### src/rtl/pulse_meter_pkg.sv
// rtl/pulse_meter_pkg.sv - shared types and constants for the pulse meter
// Segment patterns are active-low with bit 0 = segment a, bit 6 = segment g.
package pulse_meter_pkg;

  typedef enum logic [1:0] {
    IDLE    = 2'd0,
    MEASURE = 2'd1,
    CONVERT = 2'd2,
    DONE    = 2'd3
  } state_t;

  localparam int CONV_W  = 10;
  localparam int BCD_W   = 12;
  localparam int SUM_MAX = 999;

  localparam logic [6:0] SEG_BLANK = 7'h7F;
  localparam logic [6:0] SEG_E     = 7'h06;

  // Entry 0 is the rightmost element.
  localparam logic [9:0][6:0] SEG_DIGITS = {
    7'h10, 7'h00, 7'h78, 7'h02, 7'h12,
    7'h19, 7'h30, 7'h24, 7'h79, 7'h40
  };

  function automatic logic [6:0] digit_seg(input logic [3:0] d);
    digit_seg = (d <= 4'd9) ? SEG_DIGITS[d] : SEG_BLANK;
  endfunction

endpackage

### src/rtl/pulse_meter_if.sv
// rtl/pulse_meter_if.sv - pulse meter measurement and display signal bundle
interface pulse_meter_if
  import pulse_meter_pkg::*;
#(
  parameter int CNT_W = 9
) ();

  logic             tick;
  logic             pulse_in;
  logic [CNT_W-1:0] len;
  logic [BCD_W-1:0] bcd;
  logic             valid;
  logic             ovf;
  logic             busy;
  logic [6:0]       seg;
  logic [3:0]       an;

  modport master (
    output tick, pulse_in,
    input  len, bcd, valid, ovf, busy, seg, an
  );

  modport slave (
    input  tick, pulse_in,
    output len, bcd, valid, ovf, busy, seg, an
  );

endinterface

### src/rtl/pulse_meter_seg_mux.sv
// rtl/pulse_meter_seg_mux.sv - 4-digit multiplexed common-anode display driver
// Digits 0..2 show BCD units..hundreds; digit 3 shows 'E' on overflow.
module seg_mux
  import pulse_meter_pkg::*;
#(
  parameter int REFRESH_DIV = 50000
) (
  input  logic             i_clk,
  input  logic             i_rst,
  input  logic [BCD_W-1:0] i_bcd,
  input  logic             i_ovf,
  output logic [6:0]       o_seg,
  output logic [3:0]       o_an
);

  localparam int RW = (REFRESH_DIV > 1) ? $clog2(REFRESH_DIV) : 1;

  logic [RW-1:0] r_ref;
  logic [1:0]    r_idx;
  logic [6:0]    w_seg;

  always_ff @(posedge i_clk) begin
    if (i_rst) begin
      r_ref <= '0;
      r_idx <= '0;
    end else if (r_ref == RW'(REFRESH_DIV - 1)) begin
      r_ref <= '0;
      r_idx <= r_idx + 2'd1;
    end else begin
      r_ref <= r_ref + RW'(1);
    end
  end

  always_comb begin
    w_seg = SEG_BLANK;
    case (r_idx)
      2'd0: w_seg = digit_seg(i_bcd[3:0]);
      2'd1: w_seg = digit_seg(i_bcd[7:4]);
      2'd2: w_seg = digit_seg(i_bcd[11:8]);
      2'd3: w_seg = i_ovf ? SEG_E : SEG_BLANK;
      default: w_seg = SEG_BLANK;
    endcase
  end

  // Display stays dark for as long as reset is held, not just after the edge.
  assign o_seg = i_rst ? SEG_BLANK : w_seg;
  assign o_an  = i_rst ? 4'hF : ~(4'b0001 << r_idx);

endmodule

### src/rtl/pulse_meter.sv
// rtl/pulse_meter.sv - measures holder pulse length in ticks, converts to BCD, drives display
// Optional PULSE_METER_ACCUM_EN: bcd shows a running sum of measurements saturating at 999.
module pulse_meter
  import pulse_meter_pkg::*;
#(
  parameter int CNT_W       = 9,
  parameter int LEN_OFFSET  = 1,
  parameter int REFRESH_DIV = 50000
) (
  input  logic         sysclk,
  input  logic         rst,
  pulse_meter_if.slave pm
);

  localparam logic [CNT_W-1:0] CNT_MAX  = '1;
  localparam logic [CNT_W-1:0] OFFS     = CNT_W'(LEN_OFFSET);
  localparam logic [3:0]       BIT_LAST = 4'(CONV_W - 1);

  logic             r_s1, r_s2, r_d;
  logic [1:0]       r_fill;
  logic             r_armed;
  logic             w_rise, w_fall;

  state_t           r_state, w_state_n;
  logic             w_busy;

  logic [CNT_W-1:0]  r_cnt;
  logic              r_ovf_n;
  logic [CONV_W-1:0] r_value;
  logic [CONV_W-1:0] r_bin;
  logic [BCD_W-1:0]  r_shift;
  logic [BCD_W-1:0]  w_adj;
  logic [3:0]        r_bit;
  logic [CONV_W-1:0] w_value;
  logic [CONV_W-1:0] w_conv_src;

  logic [CNT_W-1:0] r_len;
  logic [BCD_W-1:0] r_bcd;
  logic             r_ovf;
  logic             r_valid;
  logic [6:0]       w_seg;
  logic [3:0]       w_an;

  // r_armed blocks a false rise when pulse_in is already high as reset releases.
  always_ff @(posedge sysclk) begin
    if (rst) begin
      r_s1    <= 1'b0;
      r_s2    <= 1'b0;
      r_d     <= 1'b0;
      r_fill  <= 2'd0;
      r_armed <= 1'b0;
    end else begin
      r_s1    <= pm.pulse_in;
      r_s2    <= r_s1;
      r_d     <= r_s2;
      r_fill  <= (r_fill == 2'd2) ? 2'd2 : r_fill + 2'd1;
      r_armed <= r_armed | ((r_fill == 2'd2) && !r_s2);
    end
  end

  assign w_rise = r_s2 & ~r_d & r_armed;
  assign w_fall = ~r_s2 & r_d;

  assign w_value = (r_cnt >= OFFS) ? CONV_W'(r_cnt - OFFS) : '0;

`ifdef PULSE_METER_ACCUM_EN
  logic [CONV_W-1:0] r_sum;
  logic [CONV_W:0]   w_sum_raw;

  assign w_sum_raw  = {1'b0, r_sum} + {1'b0, w_value};
  assign w_conv_src = (w_sum_raw > (CONV_W + 1)'(SUM_MAX)) ? CONV_W'(SUM_MAX)
                                                           : w_sum_raw[CONV_W-1:0];

  // The sum commits when conversion starts; only reset can abandon it and reset clears it.
  always_ff @(posedge sysclk) begin
    if (rst) begin
      r_sum <= '0;
    end else if ((r_state == MEASURE) && w_fall) begin
      r_sum <= w_conv_src;
    end
  end
`else
  assign w_conv_src = w_value;
`endif

  always_ff @(posedge sysclk) begin
    if (rst) begin
      r_state <= IDLE;
    end else begin
      r_state <= w_state_n;
    end
  end

  always_comb begin
    w_state_n = r_state;
    w_busy    = 1'b0;
    case (r_state)
      IDLE: begin
        if (w_rise) w_state_n = MEASURE;
      end
      MEASURE: begin
        w_busy = 1'b1;
        if (w_fall) w_state_n = CONVERT;
      end
      CONVERT: begin
        w_busy = 1'b1;
        if (r_bit == BIT_LAST) w_state_n = DONE;
      end
      DONE: begin
        w_state_n = IDLE;
      end
      default: w_state_n = IDLE;
    endcase
  end

  always_comb begin
    w_adj = r_shift;
    for (int i = 0; i < BCD_W / 4; i++) begin
      if (r_shift[4*i +: 4] >= 4'd5) w_adj[4*i +: 4] = r_shift[4*i +: 4] + 4'd3;
    end
  end

  always_ff @(posedge sysclk) begin
    if (rst) begin
      r_cnt   <= '0;
      r_ovf_n <= 1'b0;
      r_value <= '0;
      r_bin   <= '0;
      r_shift <= '0;
      r_bit   <= '0;
      r_len   <= '0;
      r_bcd   <= '0;
      r_ovf   <= 1'b0;
      r_valid <= 1'b0;
    end else begin
      r_valid <= 1'b0;
      case (r_state)
        IDLE: begin
          if (w_rise) begin
            r_cnt   <= '0;
            r_ovf_n <= 1'b0;
          end
        end
        MEASURE: begin
          // A fall always ends the measurement; p_s is already low so no tick counts.
          if (w_fall) begin
            r_value <= w_value;
            r_bin   <= w_conv_src;
            r_shift <= '0;
            r_bit   <= '0;
          end else if (pm.tick && r_s2 && (r_cnt != CNT_MAX)) begin
            r_cnt <= r_cnt + CNT_W'(1);
            if (r_cnt == CNT_MAX - CNT_W'(1)) r_ovf_n <= 1'b1;
          end
        end
        CONVERT: begin
          {r_shift, r_bin} <= {w_adj[BCD_W-2:0], r_bin, 1'b0};
          r_bit            <= r_bit + 4'd1;
        end
        DONE: begin
          r_len   <= CNT_W'(r_value);
          r_bcd   <= r_shift;
          r_ovf   <= r_ovf_n;
          r_valid <= 1'b1;
        end
        default: ;
      endcase
    end
  end

  seg_mux #(
    .REFRESH_DIV (REFRESH_DIV)
  ) u_seg_mux (
    .i_clk (sysclk),
    .i_rst (rst),
    .i_bcd (r_bcd),
    .i_ovf (r_ovf),
    .o_seg (w_seg),
    .o_an  (w_an)
  );

  assign pm.len   = r_len;
  assign pm.bcd   = r_bcd;
  assign pm.valid = r_valid;
  assign pm.ovf   = r_ovf;
  assign pm.busy  = w_busy;
  assign pm.seg   = w_seg;
  assign pm.an    = w_an;

endmodule

### src/flat_wrapper.sv
// flat-port wrapper written by rule: the top's interface ports become plain ports
module pulse_meter_flat import pulse_meter_pkg::*;
#(
  parameter int CNT_W       = 9,
  parameter int LEN_OFFSET  = 1,
  parameter int REFRESH_DIV = 50000
)
  (sysclk, rst, pm_tick, pm_pulse_in, pm_len, pm_bcd, pm_valid, pm_ovf, pm_busy, pm_seg, pm_an);
  pulse_meter_if #(.CNT_W(CNT_W)) pm_i ();
  input  logic sysclk;
  input  logic rst;
  input wire logic [$bits(pm_i.tick)-1:0] pm_tick;
  input wire logic [$bits(pm_i.pulse_in)-1:0] pm_pulse_in;
  output wire logic [$bits(pm_i.len)-1:0] pm_len;
  output wire logic [$bits(pm_i.bcd)-1:0] pm_bcd;
  output wire logic [$bits(pm_i.valid)-1:0] pm_valid;
  output wire logic [$bits(pm_i.ovf)-1:0] pm_ovf;
  output wire logic [$bits(pm_i.busy)-1:0] pm_busy;
  output wire logic [$bits(pm_i.seg)-1:0] pm_seg;
  output wire logic [$bits(pm_i.an)-1:0] pm_an;
  assign pm_i.tick = pm_tick;
  assign pm_i.pulse_in = pm_pulse_in;
  assign pm_len = pm_i.len;
  assign pm_bcd = pm_i.bcd;
  assign pm_valid = pm_i.valid;
  assign pm_ovf = pm_i.ovf;
  assign pm_busy = pm_i.busy;
  assign pm_seg = pm_i.seg;
  assign pm_an = pm_i.an;
  pulse_meter #(.CNT_W(CNT_W), .LEN_OFFSET(LEN_OFFSET), .REFRESH_DIV(REFRESH_DIV)) u_core (.sysclk(sysclk), .rst(rst), .pm(pm_i));
endmodule
### config.mk
export PLATFORM = sky130hd
export DESIGN_NAME = pulse_meter_flat
export DESIGN_NICKNAME = d
export VERILOG_FILES = /design/src/rtl/pulse_meter_pkg.sv /design/src/rtl/pulse_meter_if.sv /design/src/rtl/pulse_meter_seg_mux.sv /design/src/rtl/pulse_meter.sv /design/src/flat_wrapper.sv
export SDC_FILE = /design/constraint.sdc
export NUM_CORES = 1
export LEC_CHECK = 0
export CAP_MARGIN = 25
export CORE_ASPECT_RATIO = 1.75
export CORE_UTILIZATION = 41
export DETAILED_ROUTE_END_ITERATION = 10
export HOLD_SLACK_MARGIN = 0.02
export PLACE_DENSITY = 0.6
export SYNTH_ARGS = -nofsm -noshare
export SYNTH_HDL_FRONTEND = slang
export SYNTH_SLANG_ARGS = --single-unit
### constraint.sdc
create_clock -name sysclk -period 6.05 [get_ports sysclk]
set_input_delay 0.605 -clock sysclk [delete_from_list [all_inputs] [get_ports sysclk]]
set_output_delay 0.605 -clock sysclk [all_outputs]
set_load 0.03 [all_outputs]
==> qor.yml <==
most-common-layout-cells: "115 x dfxtp_1, 81 x nor2_1, 50 x nand2_1, 49 x o21ai_0, 40 x inv_1"
met1_usage_pct: 19.5
critPathArrivalTime_ns: 2.60
core_area_um2: 13000
fp.dieArea_um2: 13900
hold_depth: 1
ant_nets: 0
grt_overflow: 0
routedWlPerCell_um: 13.7
min-delay-start: "u_core.r_fill[0]"
ctsHoldBuffers: 0
clockBufferDepth: 2
synth-seq-area-share_pct: 41.7
vias: 4409
async_flop_share_pct: 0
min_period_over_period_pct: 53.0
cts_resized: 0
die_w_um: 89.7
relSlewSlack_pct: 39.8
rrSetupSlack_ns: 3.61
cts_tree: "yes"
final_cell_area_um2: 6610
track_usage_pct: 18.1
drv.max_cap_violation_count: 0
grt_util_met2_pct: 33.1
grt_pass1_vias: 4152
antenna_found_initial: 0
antenna_cells: 0
worstReg2RegEnd: "u_core.r_bin[4]"
synth.ff_latch_count: 115
synth.avg_cell_area_um2: 8.73
hold_end: "u_core.r_fill[0]"
area_growth_pct: 19.8
rsz0062_at_grt: "false"
max-vdd-ir-drop_uv: 174
cp_data_required_time_ns: 5.44
hpwl_um: 8510
syn_nets: 676
finalSetupViolations: 0
reg2reg_from: "u_core.r_state[0]"
synth_edf_count: 0
num_rows: 55
synth_area_um2: 5520
hp-class: "reg -> reg"
worst_pin_slew_ns: 0.903
outcome: "complete, no violations"
drt_pass1_iterations: 4
clk_latency_ns: 0.41
cts_sinks: 115
start_kind: "input port"
fmax_mhz: 312
syn_inst: 632
hold_ws_ns: 0.416
power.density_nw_per_um2: 294
drive_gt1_share_pct: 7.35
r2r_cells: 7
p_leak_nw: 2.56
totalWireLength_um: 11700
die_h_um: 155
cts_buffers: 17
clk_pin_slew_ns: 0.05
critPathCaptureType: "output pin"
fill_cells: 1240
synth_cell_types: 50
initial_core_util_pct: 42.4
vias_per_cell: 5.18
place_congestion: 0.807
clock-root-buffer: "clkbuf_16"
port_buffers: 38
yosysWarnings: 0
timing.final.max_slew_violations: 0
drtIter0Drc: 248
fin_ws_ns: 2.84
fin_tns_setup_ns: 0
final_common_cell: "dfxtp_1"
cts_setup_buffers: 0
grt_use_met3_pct: 4.56
drc: 0
io_pins: 39
cp_max_fo: 75
grt_first_pass_wirelength_um: 19500
dpl_worst_slack_ns: 2.85
synthFlopType: "dfxtp_1"
skew_ns: 0.00695
finalCriticalPeriod_ns: 3.21
criticalPathCategory: "in -> out"
fin_nets: 711
hold_viol_final: 0
grt_max_degree: 76
busiest_layer: "met2"
placed_area_um2: 6010
htree_num_levels: 4
## kinds of logic after synthesis
group,Yosys count,synth area share (%)
AO/OA/AOI/OAI,120,13.1
AND/OR/NAND/NOR,232,20.8
flip-flops,115,41.7
multiplexers,34,6.17
XOR/XNOR,26,4.13
buffers and inverters,65,5.01
adder cells (fa/ha/maj),40,9.07
## routing by layer
layer  vias up  part of all wire, %
li1       2233                    -
met1      2093                   41
met2        68                   55
met3        15                  2.6
met4         0                  1.7
met5         -                    0
## cells in the mapped netlist, types with 4 or more instances
cell type | count | share of area (%)
dfxtp_1 | 115 | 42
nor2_1 | 81 | 5.5
nand2_1 | 50 | 3.4
o21ai_0 | 49 | 4.4
ha_1 | 40 | 9.1
inv_1 | 40 | 2.7
mux2i_1 | 34 | 6.2
a21oi_1 | 29 | 2.6
xor2_1 | 18 | 2.9
nor3_1 | 16 | 1.5
clkbuf_1 | 15 | 1.0
nand3_1 | 13 | 1.2
nand2b_1 | 11 | 1.2
a22oi_1 | 10 | 1.4
and3_1 | 10 | 1.1
a211oi_1 | 8 | 1.1
xnor2_1 | 8 | 1.3
buf_2 | 7 | 0.63
nand4_1 | 7 | 0.79
nor3b_1 | 7 | 0.95
or2_2 | 7 | 0.79
and2_1 | 6 | 0.68
a221oi_1 | 4 | 0.63
nor2b_1 | 4 | 0.45
## worst max path at each step
stage,start,end,cells after the start
2_1_floorplan,u_core.r_cnt[2],u_core.r_cnt[4],11
3_3_place_gp,rst,pm_seg[2],5
3_5_place_dp,rst,pm_seg[3],5
4_1_cts,rst,pm_seg[3],5
5_1_grt,rst,pm_seg[3],5
6_report,rst,pm_seg[4],5
## critical path, cell delays in order
cell and delay, ns:
buf_2 0.08, buf_4 0.59, inv_1 0.46, nand2_1 0.16
clkdlybuf4s50_1 0.68
## cell type report
type / count / area [µm²] / area share [%]
Clock buffer: 19 / 443 / 6.70
Clock inverter: 13 / 160 / 2.42
Inverter: 40 / 150 / 2.27
Multi-Input combinational cell: 452 / 2940 / 44.5
Sequential cell: 115 / 2300 / 34.8
Tap cell: 171 / 214 / 3.24
Timing Repair Buffer: 41 / 398 / 6.02
## where the power goes
| group | switching (W) | total (W) | leakage, nW | internal, W |
|---|---|---|---|---|
| Sequential | 0.0000106 | 0.000784 | 0.928 | 0.000773 |
| Combinational | 0.000100 | 0.000154 | 1.35 | 0.0000533 |
| Clock | 0.000348 | 0.00100 | 0.281 | 0.000656 |
## through the flow
step	util (%)	total power, W	cells
3_5_place_dp	46.2	0.000954	819
5_1_grt	50.8	0.00202	851
6_report	50.8	0.00194	851
2_1_floorplan	-	0.000914	632
4_1_cts	50.8	0.00196	851
3_3_place_gp	46.2	0.000952	819
Power figures use the tool's default switching activity.
